<file path="src/rtl/timer_ctrl.sv">
// timer_ctrl: bus-mapped 32-bit prescaled period timer with one-shot/periodic modes, sticky OVF and level IRQ.
// Latency: bus ready one cycle after valid; register writes and rdata land on that edge; tick/irq are registered.
// Backpressure: master holds valid until the single-cycle ready pulse; accesses are separated by a ready-low cycle.
module timer_ctrl #(
  parameter int unsigned PRESCALE_W   = 16,
  parameter logic [31:0] RESET_PERIOD = 32'hFFFF_FFFF
) (
  input  logic        clk,
  input  logic        resetn,
  input  logic        valid,
  output logic        ready,
  input  logic [3:0]  wstrb,
  input  logic [31:0] addr,
  input  logic [31:0] wdata,
  output logic [31:0] rdata,
  output logic [31:0] cnt,
  output logic        tick,
  output logic        irq
);

  // Register indices as seen on addr[4:2].
  localparam logic [2:0] REG_CTRL     = 3'd0;
  localparam logic [2:0] REG_PERIOD   = 3'd1;
  localparam logic [2:0] REG_PRESCALE = 3'd2;
  localparam logic [2:0] REG_COUNT    = 3'd3;
  localparam logic [2:0] REG_STATUS   = 3'd4;

  typedef enum logic [1:0] {
    IDLE = 2'd0,
    RUN  = 2'd1,
    DONE = 2'd2
  } state_t;

  state_t                state;
  logic                  ctrl_en;
  logic                  ctrl_oneshot;
  logic                  ctrl_irq_en;
  logic [31:0]           period;
  logic [PRESCALE_W-1:0] prescale;
  logic [PRESCALE_W-1:0] presc_cnt;
  logic                  ovf;

  logic [2:0]            reg_sel;
  logic                  acc;
  logic                  wr_any;
  logic                  wr_ctrl;
  logic                  wr_period;
  logic                  wr_prescale;
  logic                  wr_status;
  logic                  en_set;
  logic                  en_clr;
  logic                  ovf_clr;
  logic                  step;
  logic                  wrap;
  logic                  ovf_nxt;
  logic                  irq_en_nxt;
  logic [31:0]           period_nxt;
  logic [PRESCALE_W-1:0] prescale_nxt;
  logic [31:0]           rd_mux;

  // Only addr[4:2] selects a register; the rest of the address is don't-care.
  logic unused_addr_ok;
  assign unused_addr_ok = ^{addr[31:5], addr[1:0]};

  // Bus decode: an access is accepted on the edge that raises ready.
  always_comb begin
    reg_sel     = addr[4:2];
    acc         = valid & ~ready;
    wr_any      = acc & (|wstrb);
    wr_ctrl     = wr_any & (reg_sel == REG_CTRL) & wstrb[0];
    wr_period   = wr_any & (reg_sel == REG_PERIOD);
    wr_prescale = wr_any & (reg_sel == REG_PRESCALE);
    wr_status   = wr_any & (reg_sel == REG_STATUS) & wstrb[0];
    en_set      = wr_ctrl & wdata[0];
    en_clr      = wr_ctrl & ~wdata[0];
    ovf_clr     = wr_status & wdata[0];
  end

  // Count engine decode: a stop request pre-empts the step on the same edge.
  always_comb begin
    step = (state == RUN) & ~en_clr & (presc_cnt == prescale);
    wrap = step & (cnt >= period);
  end

  // Read mux reflects register contents before any write on the same edge.
  always_comb begin
    rd_mux = '0;
    unique case (reg_sel)
      REG_CTRL:     rd_mux[2:0] = {ctrl_irq_en, ctrl_oneshot, ctrl_en};
      REG_PERIOD:   rd_mux = period;
      REG_PRESCALE: begin
        for (int i = 0; i < int'(PRESCALE_W); i++) begin
          rd_mux[i] = prescale[i];
        end
      end
      REG_COUNT:    rd_mux = cnt;
      REG_STATUS:   rd_mux[1:0] = {(state == RUN), ovf};
      default:      rd_mux = '0;
    endcase
  end

  // Next values of software-visible fields; a wrap beats a same-edge OVF clear.
  always_comb begin
    period_nxt   = period;
    prescale_nxt = prescale;
    if (wr_period) begin
      for (int b = 0; b < 4; b++) begin
        if (wstrb[b]) period_nxt[8*b +: 8] = wdata[8*b +: 8];
      end
    end
    if (wr_prescale) begin
      for (int i = 0; i < int'(PRESCALE_W); i++) begin
        if (wstrb[i/8]) prescale_nxt[i] = wdata[i];
      end
    end
    irq_en_nxt = wr_ctrl ? wdata[2] : ctrl_irq_en;
    ovf_nxt    = wrap | (ovf & ~ovf_clr);
  end

  // Bus handshake: one wait state, single-cycle ready, rdata captured with ready.
  always_ff @(posedge clk or negedge resetn) begin
    if (!resetn) begin
      ready <= 1'b0;
      rdata <= '0;
    end else begin
      ready <= acc;
      rdata <= acc ? rd_mux : '0;
    end
  end

  // Configuration registers written from the bus.
  always_ff @(posedge clk or negedge resetn) begin
    if (!resetn) begin
      period       <= RESET_PERIOD;
      prescale     <= '0;
      ctrl_oneshot <= 1'b0;
      ctrl_irq_en  <= 1'b0;
    end else begin
      period      <= period_nxt;
      prescale    <= prescale_nxt;
      ctrl_irq_en <= irq_en_nxt;
      if (wr_ctrl) ctrl_oneshot <= wdata[1];
    end
  end

  // Timer FSM: owns EN, the counters, sticky OVF and the registered tick/irq outputs.
  always_ff @(posedge clk or negedge resetn) begin
    if (!resetn) begin
      state     <= IDLE;
      ctrl_en   <= 1'b0;
      cnt       <= '0;
      presc_cnt <= '0;
      ovf       <= 1'b0;
      tick      <= 1'b0;
      irq       <= 1'b0;
    end else begin
      tick <= wrap;
      ovf  <= ovf_nxt;
      irq  <= ovf_nxt & irq_en_nxt;
      case (state)
        IDLE, DONE: begin
          // Starting always begins a fresh period; EN=0 writes here change nothing.
          if (en_set) begin
            state     <= RUN;
            ctrl_en   <= 1'b1;
            cnt       <= '0;
            presc_cnt <= '0;
          end
        end
        RUN: begin
          if (en_clr) begin
            // Counters freeze where they are so software can read them back.
            state   <= IDLE;
            ctrl_en <= 1'b0;
          end else if (step) begin
            presc_cnt <= '0;
            if (wrap) begin
              cnt <= '0;
              if (ctrl_oneshot) begin
                state   <= DONE;
                ctrl_en <= 1'b0;
              end
            end else begin
              cnt <= cnt + 32'd1;
            end
          end else begin
            presc_cnt <= presc_cnt + PRESCALE_W'(1);
          end
        end
        default: begin
          state   <= IDLE;
          ctrl_en <= 1'b0;
        end
      endcase
    end
  end

endmodule

</file>
<file path="config.mk">
export PLATFORM = sky130hd
export DESIGN_NAME = timer_ctrl
export DESIGN_NICKNAME = d
export VERILOG_FILES = /design/src/rtl/timer_ctrl.sv
export SDC_FILE = /design/constraint.sdc
export NUM_CORES = 1
export LEC_CHECK = 0
export CAP_MARGIN = 20
export CORE_ASPECT_RATIO = 0.7
export CORE_MARGIN = 3
export CORE_UTILIZATION = 30
export CTS_CLUSTER_SIZE = 16
export DETAILED_ROUTE_END_ITERATION = 6
export PLACE_DENSITY = 0.55
export SLEW_MARGIN = 20
export SYNTH_ARGS = -nofsm -noshare
export SYNTH_HDL_FRONTEND = slang
export SYNTH_SLANG_ARGS = --single-unit
export TNS_END_PERCENT = 1
</file>
<file path="constraint.sdc">
create_clock -name clk -period 3.1 [get_ports clk]
set_clock_uncertainty 0.2 [all_clocks]
set_input_delay 0.62 -clock clk [delete_from_list [all_inputs] [get_ports clk]]
set_output_delay 0.62 -clock clk [all_outputs]
set_load 0.01 [all_outputs]
</file>
# After elaboration in Yosys (flattened, before gate mapping)

Cells that the tools add are included.

$add $sub $neg: 2
Magnitude comparators: 1
Equal/unequal tests: 13
Muxes and demuxes: 27
Bitwise operators: 21
Reduce and logical (&&, ||, !) cells: 14

Operators by type and width:

| operator                                       | count |
|---|---|
| 2-to-1 mux 32 bit                              | 5 |
| case mux 16 bit (2 select lines)               | 2 |
| case mux 32 bit (2 select lines)               | 1 |
| 2-to-1 mux 16 bit                              | 3 |
| case mux 13 bit (3 select lines)               | 1 |
| adder 32 x 1 -> 32 bit (second input constant) | 1 |
| greater-or-equal comparator 32 bit             | 1 |
| adder 16 x 1 -> 16 bit (second input constant) | 1 |
| bitwise AND 1 bit                              | 16 |
| == test 16 bit                                 | 1 |
| AND reduction 2 bit                            | 6 |
| 2-to-1 mux 2 bit                               | 5 |
| case mux 2 bit (5 select lines)                | 1 |
| != test 3 bit (second input constant)          | 3 |
| AND reduction 4 bit                            | 2 |
| == test 3 x 2 -> 1 bit (second input constant) | 2 |
| 2-to-1 mux 1 bit                               | 6 |
| != test 2 bit (second input constant)          | 3 |
| NOT 1 bit                                      | 4 |
| case mux 1 bit (4 select lines)                | 1 |
| case mux 2 bit (2 select lines)                | 1 |
| OR reduction 4 bit                             | 1 |
| == test 3 x 1 -> 1 bit (second input constant) | 1 |
| == test 3 bit (second input constant)          | 1 |
| other kinds (9)                                | 9 |

Flip-flop bits (word level): 137

# Depth between registers and ports, before layout

Gate-level depths: netlist (run 1).

Depth after elaboration: 14
Depth in mapped cells: 9
Mapped depth without buffers: 8

# Least setup slack after synthesis (run 1)

Ideal clock, no wire load.

Path type: input to register
Start: in addr[3]
End: reg cnt[24]
Setup time: 133 ps
Arrival time: 2,359 ps
Path slack: 408 ps
Cell stages on the path: 7
Path through: or3b_4 or4_4 and3_4 a32oi_4 buf_6 nor3_1 a2bb2oi_2

Word-level cells in the longest chain between the ends: 12
Elaborated cells on any way between the ends: 17
Those cells by class: eq/ne (3); mux (4); bitwise (8); reduce/logical (2)

RTL lines:

| item                               | line | text |
|---|---|---|
| from (decl)                        | 13   | `input logic [31:0] addr,` |
| logical NOT 3 bit (*)              | 70   | `wr_ctrl = wr_any & (reg_sel == REG_CTRL) & wstrb[0];` |
| bitwise AND 1 bit (*) (2 in a row) | 70   |  |
| bitwise AND 1 bit                  | 75   | `en_clr = wr_ctrl & ~wdata[0];` |
| NOT 1 bit                          | 81   | `step = (state == RUN) & ~en_clr & (presc_cnt == prescale);` |
| bitwise AND 1 bit (2 in a row)     | 81   |  |
| bitwise AND 1 bit                  | 82   | `wrap = step & (cnt >= period);` |
| 2-to-1 mux 32 bit                  | 177  | `if (wrap) begin` |
| 2-to-1 mux 32 bit                  | 175  | `end else if (step) begin` |
| 2-to-1 mux 32 bit                  | 171  | `if (en_clr) begin` |
| case mux 32 bit (2 select lines)   | 160  | `case (state)` |
| to (signal assigned)               | 184  | `cnt <= cnt + 32'd1;` |
| to (decl)                          | 16   | `output logic [31:0] cnt,` |

Every way passes the cells marked *; elsewhere a longest branch is shown, timed or not. The select of a mux whose other input is x is not followed.
A chain may end at the register's enable or synchronous reset.

# Worst setup path in the final report (run 1)

Start: in wstrb[0]
End: reg cnt[29]

Word-level cells in the longest chain between the ends: 13
Elaborated cells on any way between the ends: 18
Those cells by class: eq/ne (3); mux (4); bitwise (9); reduce/logical (2)

RTL lines:

| item                             | line | text |
|---|---|---|
| from (decl)                      | 12   | `input logic [3:0] wstrb,` |
| OR reduction 4 bit               | 69   | `wr_any = acc & (\|wstrb);` |
| bitwise AND 1 bit                | 69   |  |
| bitwise AND 1 bit                | 70   |  |
| bitwise AND 1 bit (*)            | 70   |  |
| bitwise AND 1 bit                | 75   |  |
| NOT 1 bit                        | 81   |  |
| bitwise AND 1 bit (2 in a row)   | 81   |  |
| bitwise AND 1 bit                | 82   |  |
| 2-to-1 mux 32 bit                | 177  |  |
| 2-to-1 mux 32 bit                | 175  |  |
| 2-to-1 mux 32 bit                | 171  |  |
| case mux 32 bit (2 select lines) | 160  |  |

Marks and branches as above.

==> reports/metrics.csv, run 1 <==
stage,metric,value,unit
route,vias_per_cell,5.08,
global_routing,grt_pass1_vias,5991,
placement,dp_hpwl,16800,um
route,routedWlPerCell,18.8,um
clocking,clk_latency,430,ps
clocking,htree_num_levels,4,
yosys,syn_area,7520,um^2
power_and_ir_drop,power_density,517,nW/um^2
yosys,synth-main-ff-cell,dfrtp_1,
power_and_ir_drop,combPwrFrac,0.160,
yosys,syn-num-nets,812,
yosys,synth_compound_area_frac,0.161,
sta,worstMarginPinSlew,605,ps
worst_setup_path,worstSetupPathType,primary input to register,
yosys,synthSimpleGateAreaFrac,0.145,
sta,fmax,340,MHz
power_and_ir_drop,power.internal,3750,uW
die,die_h,138,um
run_status,status,finished clean,
yosys,yosysWarnings,0,
route,drt_iter0_drc,492,
placement,placed_area,9450,um^2
sta,maxSlewViolCount,0,
power_and_ir_drop,sw_frac_of_total,0.278,
die,core,24100,um^2
power_and_ir_drop,p_sw,1450,uW
sta,min_period_over_period,0.949,
worst_setup_path,start_kind,primary input,
final_layout,fin_area,10100,um^2
final_layout,area_growth,33.9,%
worst_hold_path,min_path_type,register to register,
global_routing,antenna_found_initial,0,
yosys,synth_edf_count,0,
power_and_ir_drop,p_leak,0.00437,uW
global_routing,grt_use_met2,0.230,
yosys,synthMuxAreaShare,0.100,
global_routing,use_met1,0.267,
clocking,cts_resized,0,
yosys,synthXorXnorAreaFrac,0.0349,
global_routing,met3_usage,0.0472,
yosys,yosysSeqAreaShare,0.461,
route,drc_errors,0,
worst_setup_path,cp.required,3240,ps
global_routing,grt_pass1_wl,36200,um
sta,final-setup-viol-count,0,
yosys,avgSynthCellArea,10.6,um^2
clocking,root_buffer,clkbuf_16,
placement,place_congestion,0.835,
yosys,yosysTopAreaCell,dfrtp_1,
yosys,ys_ff_latch,137,
die,die_x,195,um
yosys,async_reset_ff_frac,1.00,
placement,pre_cts_slack,-262,ps
die,ios,138,
die,row_count,47,
global_routing,grtUsageTotal,0.170,
sta,rsz0062_at_grt,no,
sta,finalWorstSetupSlack,158,ps
final_layout,diodes,0,
sta,layout_min_cycle_time,2940,ps
power_and_ir_drop,pwr-share-clk,0.410,
yosys,ys_types,67,
yosys,synth_top_area_frac,0.349,
clocking,cts_setup_buffers,0,
placement,port_buffers,108,
die,die_area,27000,um^2
power_and_ir_drop,irDropWorstVdd,0.394,mV
sta,finalHoldViolCount,0,
clocking,clkTransAtPathRegs,60,ps
power_and_ir_drop,pwr-share-seq,0.430,
worst_setup_path,cp_max_fo,17,
route,dr_total_vias,6095,
worst_setup_path,crit_arrival,3090,ps
global_routing,overflow,0,
clocking,cts_max_path_buffers,2,
clocking,cts_sinks,137,
clocking,cts_made_buffers,17,
worst_setup_path,worst_setup_path_end_kind,register,
yosys,synthCells,707,
clocking,holdBufCountCts,1,
die,start_util,0.312,
route,routed_wirelength,22500,um
global_routing,grt_start_max_net_pins,53,
job,maxCapViolCount,0,
final_layout,layout.nets,974,
global_routing,gr-max-usage-layer,met1,
sta,slew_headroom,0.586,
final_layout,drive_above_1_share,0.249,
yosys,synthAdderAreaFrac,0.0566,
route,ant_nets,0,
clocking,cts_tree,done,
yosys,synth_top_family_by_area,compound AO/OA/AOI/OAI gates,
yosys,ys_top_cells_by_area,"dfrtp_1 (35%), dfstp_2 (11%), mux2_2 (9.7%)",
route,first_pass_iters,5,
-- power by group through the flow --
stage,combinational [uW],clock (uW),sequential (uW)
final,832,2130,2240
after global routing,933,2280,2260
after floorplan,513,0,2190
after global placement,821,0,2250
after CTS,841,2190,2230
after detailed placement,835,0,2260
-- per-stage QoR --
stage / cells / total power (uW) / util / hold slack (ps) / TNS [ps]
4_1_cts: 1200 / 5260 / 0.418 / 350 / 0
3_3_place_gp: 1167 / 3080 / 0.392 / 318 / -3600
3_5_place_dp: 1167 / 3090 / 0.392 / 330 / -4340
5_1_grt: 1200 / 5470 / 0.418 / 360 / 0
2_1_floorplan: 707 / 2700 / - / 124 / 0
6_report: 1200 / 5200 / 0.418 / 338 / 0
-- critical path, cell delays in order --
cell	delay, ps
clkdlybuf4s50_1	480
or3b_4	410
o41ai_2	240
buf_4	190
and4_1	240
a32oi_4	70
buf_12	170
or4_1	510
a22oi_2	150
-- path summary, 6_finish.rpt --
check / end / cells past startpoint / startpoint / slack, ps
max: cnt[29] / 9 / wstrb[0] / 160
min: ctrl_irq_en / 1 / ctrl_irq_en / 340
max reg2reg: cnt[2] / 6 / presc_cnt[6] / 180
min reg2reg: ctrl_irq_en / 1 / ctrl_irq_en / 340
max in group asynchronous: period[31] / 3 / resetn / 1420
min in group asynchronous: prescale[10] / 2 / resetn / 500
-- cell families (layout without fill, tap and decap cells) --
logic type               after synthesis  count (layout)
adder cells (fa/ha/maj)               34              34
XOR/XNOR                              30              30
buffers and inverters                 76             251
AND/OR/NAND/NOR                      204             204
multiplexers                          66              66
AO/OA/AOI/OAI                        160             160
flip-flops                           137             137
-- sequential cells by signal (all words and copies together) (netlist names) --
name / cells
cnt: 32
period: 32
rdata: 32
presc_cnt: 16
prescale: 16
state: 2
ctrl_en: 1
ctrl_irq_en: 1
ctrl_oneshot: 1
irq: 1
ovf: 1
ready: 1
tick: 1
-- layout by cell type, fill, tap and decap left out, types with 12 or more instances in the layout --
cell | Yosys | routed
o21ai_0 | 18 | 18
a22oi_1 | 48 | 48
or3_1 | 12 | 12
inv_1 | 41 | 41
nand3_1 | 16 | 16
nand4_1 | 17 | 17
ha_1 | 34 | 34
dfstp_2 | 32 | 32
buf_4 | 0 | 63
clkdlybuf4s50_1 | 0 | 107
xor2_1 | 20 | 20
a21oi_1 | 22 | 22
nor2_1 | 48 | 48
nand2_1 | 45 | 45
mux2_2 | 65 | 65
dfrtp_1 | 105 | 105
clkbuf_16 | 0 | 17
-- routing by layer --
metal / up-vias / part of all wire
li1: 2938 / -
met1: 2992 / 0.53
met2: 156 / 0.40
met3: 9 / 0.061
met4: 0 / 0.0064
met5: - / 0
-- cells in the mapped netlist, types with 17 or more instances --
master,instances
mux2_2,65
clkbuf_1,26
nand2_1,45
a22oi_1,48
o21ai_0,18
ha_1,34
nor2_1,48
xor2_1,20
dfstp_2,32
nand4_1,17
inv_1,41
dfrtp_1,105
a21oi_1,22
-- layout make-up --
type                       count  area (um^2)
tap                          318          398
clock inverter                14          185
fill                        2326        14000
inverter                      41          154
multi-input combinational    494         3750
clock buffer                  18          429
timing repair buffer         178         1690
sequential                   137         3470
No activity file was read; power rests on OpenSTA's default activity.
==> run 2, diff against run 1 <==
Settings changed: CORE_UTILIZATION 30 to 40, PLACE_DENSITY 0.55 to 0.68.
==> reports/metrics.csv, run 2 (synthesis gave the netlist of run 1 again) <==
stage,metric,value,unit
run_status,status,finished clean,
final_layout,area_growth,32.2,%
final_layout,fin_area,9950,um^2
worst_setup_path,critical-path-max-stage-delay,520,ps
die,die_h,121,um
placement,port_buffers,108,
final_layout,fin_cells,1121,
placement,place_congestion,0.845,
worst_setup_path,cp_slowest_cell,and4_1,
clocking,htree_num_levels,4,
power_and_ir_drop,p_leak,0.00438,uW
clocking,cts_setup_buffers,0,
power_and_ir_drop,power_density,503,nW/um^2
global_routing,grtUsageTotal,0.213,
worst_setup_path,start_kind,register,
global_routing,grt_start_max_net_pins,58,
placement,dp_hpwl,15700,um
sta,worstMarginPinSlew,578,ps
sta,layout_min_cycle_time,2940,ps
die,ios,138,
job,maxCapViolCount,0,
die,die_area,20500,um^2
clocking,cts_tree,done,
final_layout,layout_commonest_cell,clkdlybuf4s50_1,
clocking,clk_latency,420,ps
clocking,cts_sinks,137,
route,drt_iter0_drc,502,
global_routing,grt_pass1_wl,34200,um
route,first_pass_iters,5,
power_and_ir_drop,p_total,5000,uW
worst_setup_path,rr_worst_depth,7,
clocking,root_buffer,clkbuf_16,
worst_setup_path,cp.required,3230,ps
clocking,clkTransAtPathRegs,60,ps
worst_setup_path,cp_max_fo,20,
final_layout,drive_above_1_share,0.251,
worst_hold_path,worstHoldStart,ctrl_irq_en,
worst_setup_path,r2r_slack,160,ps
final_layout,layout_common_cells,"clkdlybuf4s50_1 (107), dfrtp_1 (105), mux2_2 (65), buf_4 (65)",
sta,slew_headroom,0.604,
worst_setup_path,r2r_start,presc_cnt[6],
worst_setup_path,path_cells,xor2_1 > nor4_1 > and4_1 > a32oi_4 > buf_12 > or4b_1 > a22oi_2,
clocking,cts_made_buffers,17,
sta,fmax,340,MHz
final_layout,layout.nets,977,
placement,placed_area,9380,um^2
final_layout,top_regs,"cnt x32, period x32, rdata x32",
route,routedWlPerCell,18.9,um
route,vias_per_cell,5.59,
worst_setup_path,r2r_end,cnt[30],
final_layout,diodes,0,
global_routing,overflow,0,
die,core,18200,um^2
global_routing,grt_pass1_vias,6087,
sta,final-setup-viol-count,0,
worst_hold_path,whs_endpoint,ctrl_irq_en,
sta,maxSlewViolCount,0,
worst_hold_path,min_path_type,register to register,
worst_setup_path,worst_setup_path_end_kind,register,
worst_setup_path,crit_arrival,3070,ps
final_layout,final_core_util,0.546,
route,ant_nets,0,
worst_hold_path,hold_path_depth,1,
sta,finalHoldViolCount,0,
power_and_ir_drop,irDropWorstVdd,0.295,mV
global_routing,antenna_found_initial,0,
die,start_util,0.413,
worst_setup_path,worstSetupPathType,register to register,
placement,dp.cells,1088,
route,drc_errors,0,
sta,min_period_over_period,0.948,
sta,holdWs,333,ps
die,row_count,41,
clocking,cts_max_path_buffers,2,
route,dr_total_vias,6265,
sta,rsz0062_at_grt,no,
die,die_x,170,um
route,routed_wirelength,21200,um
-- run 2: changes by cell type in the layout (fill, tap and decap cells not counted) --
cell        delta
inv_8          -1
inv_6          -4
buf_4          +2
clkinvlp_4     -2
clkbuf_8       +2
clkinv_4       +1
buf_12         +1
bufinv_16      -2
clkbuf_1       +1
clkinv_2       +5
-- run 2: how the worst max path moves through the flow --
stage | startpoint | endpoint | depth (start not counted)
global route | presc_cnt[6] | cnt[30] | 7
detailed placement | wstrb[0] | cnt[29] | 8
floorplan | addr[3] | cnt[24] | 7
global placement | wstrb[0] | cnt[29] | 8
CTS | wstrb[0] | cnt[30] | 8
finish | presc_cnt[6] | cnt[30] | 7
-- run 2: timing repair --
action	in CTS	in global routing
resized for setup	0	0
hold endpoints to repair	45	0
hold buffers	1	0
-- run 2: routing by layer --
metal,GRT usage,up-vias,share of wire
li1,-,2956,-
met1,0.332,3078,0.49
met2,0.292,208,0.41
met3,0.0552,23,0.086
met4,0.0532,0,0.0098
met5,0,-,0
-- run 2: stage by stage --
step                      setup TNS, ps  setup slack [ps]
final                                 0               162
after global routing                  0              51.2
after CTS                             0               175
after detailed placement          -3240              -245
after global placement            -2270              -178
after floorplan                       0               408
-- run 2: final cells by class --
| type | count | area, um^2 |
|---|---|---|
| inverter | 41 | 154 |
| sequential | 137 | 3470 |
| timing repair buffer | 181 | 1720 |
| clock inverter | 11 | 97.6 |
| multi-input combinational | 494 | 3750 |
| fill | 1558 | 8270 |
| clock buffer | 21 | 460 |
| tap | 236 | 295 |
-- run 2: where the power goes --
part           leakage, uW  internal [uW]  switching (uW)
Clock             0.000277           1140             784
Sequential         0.00176           2040             185
Combinational      0.00234            435             409
-- run 2: critical path: cells and delay by family, from the launching register on --
family | cells | cell delay [ps]
buffers and inverters | 1 | 180
DFF | 1 | 500
xor gates and xnor gates | 1 | 220
and+or+nand+nor | 3 | 1460
AOI/OAI and AO/OA | 2 | 270
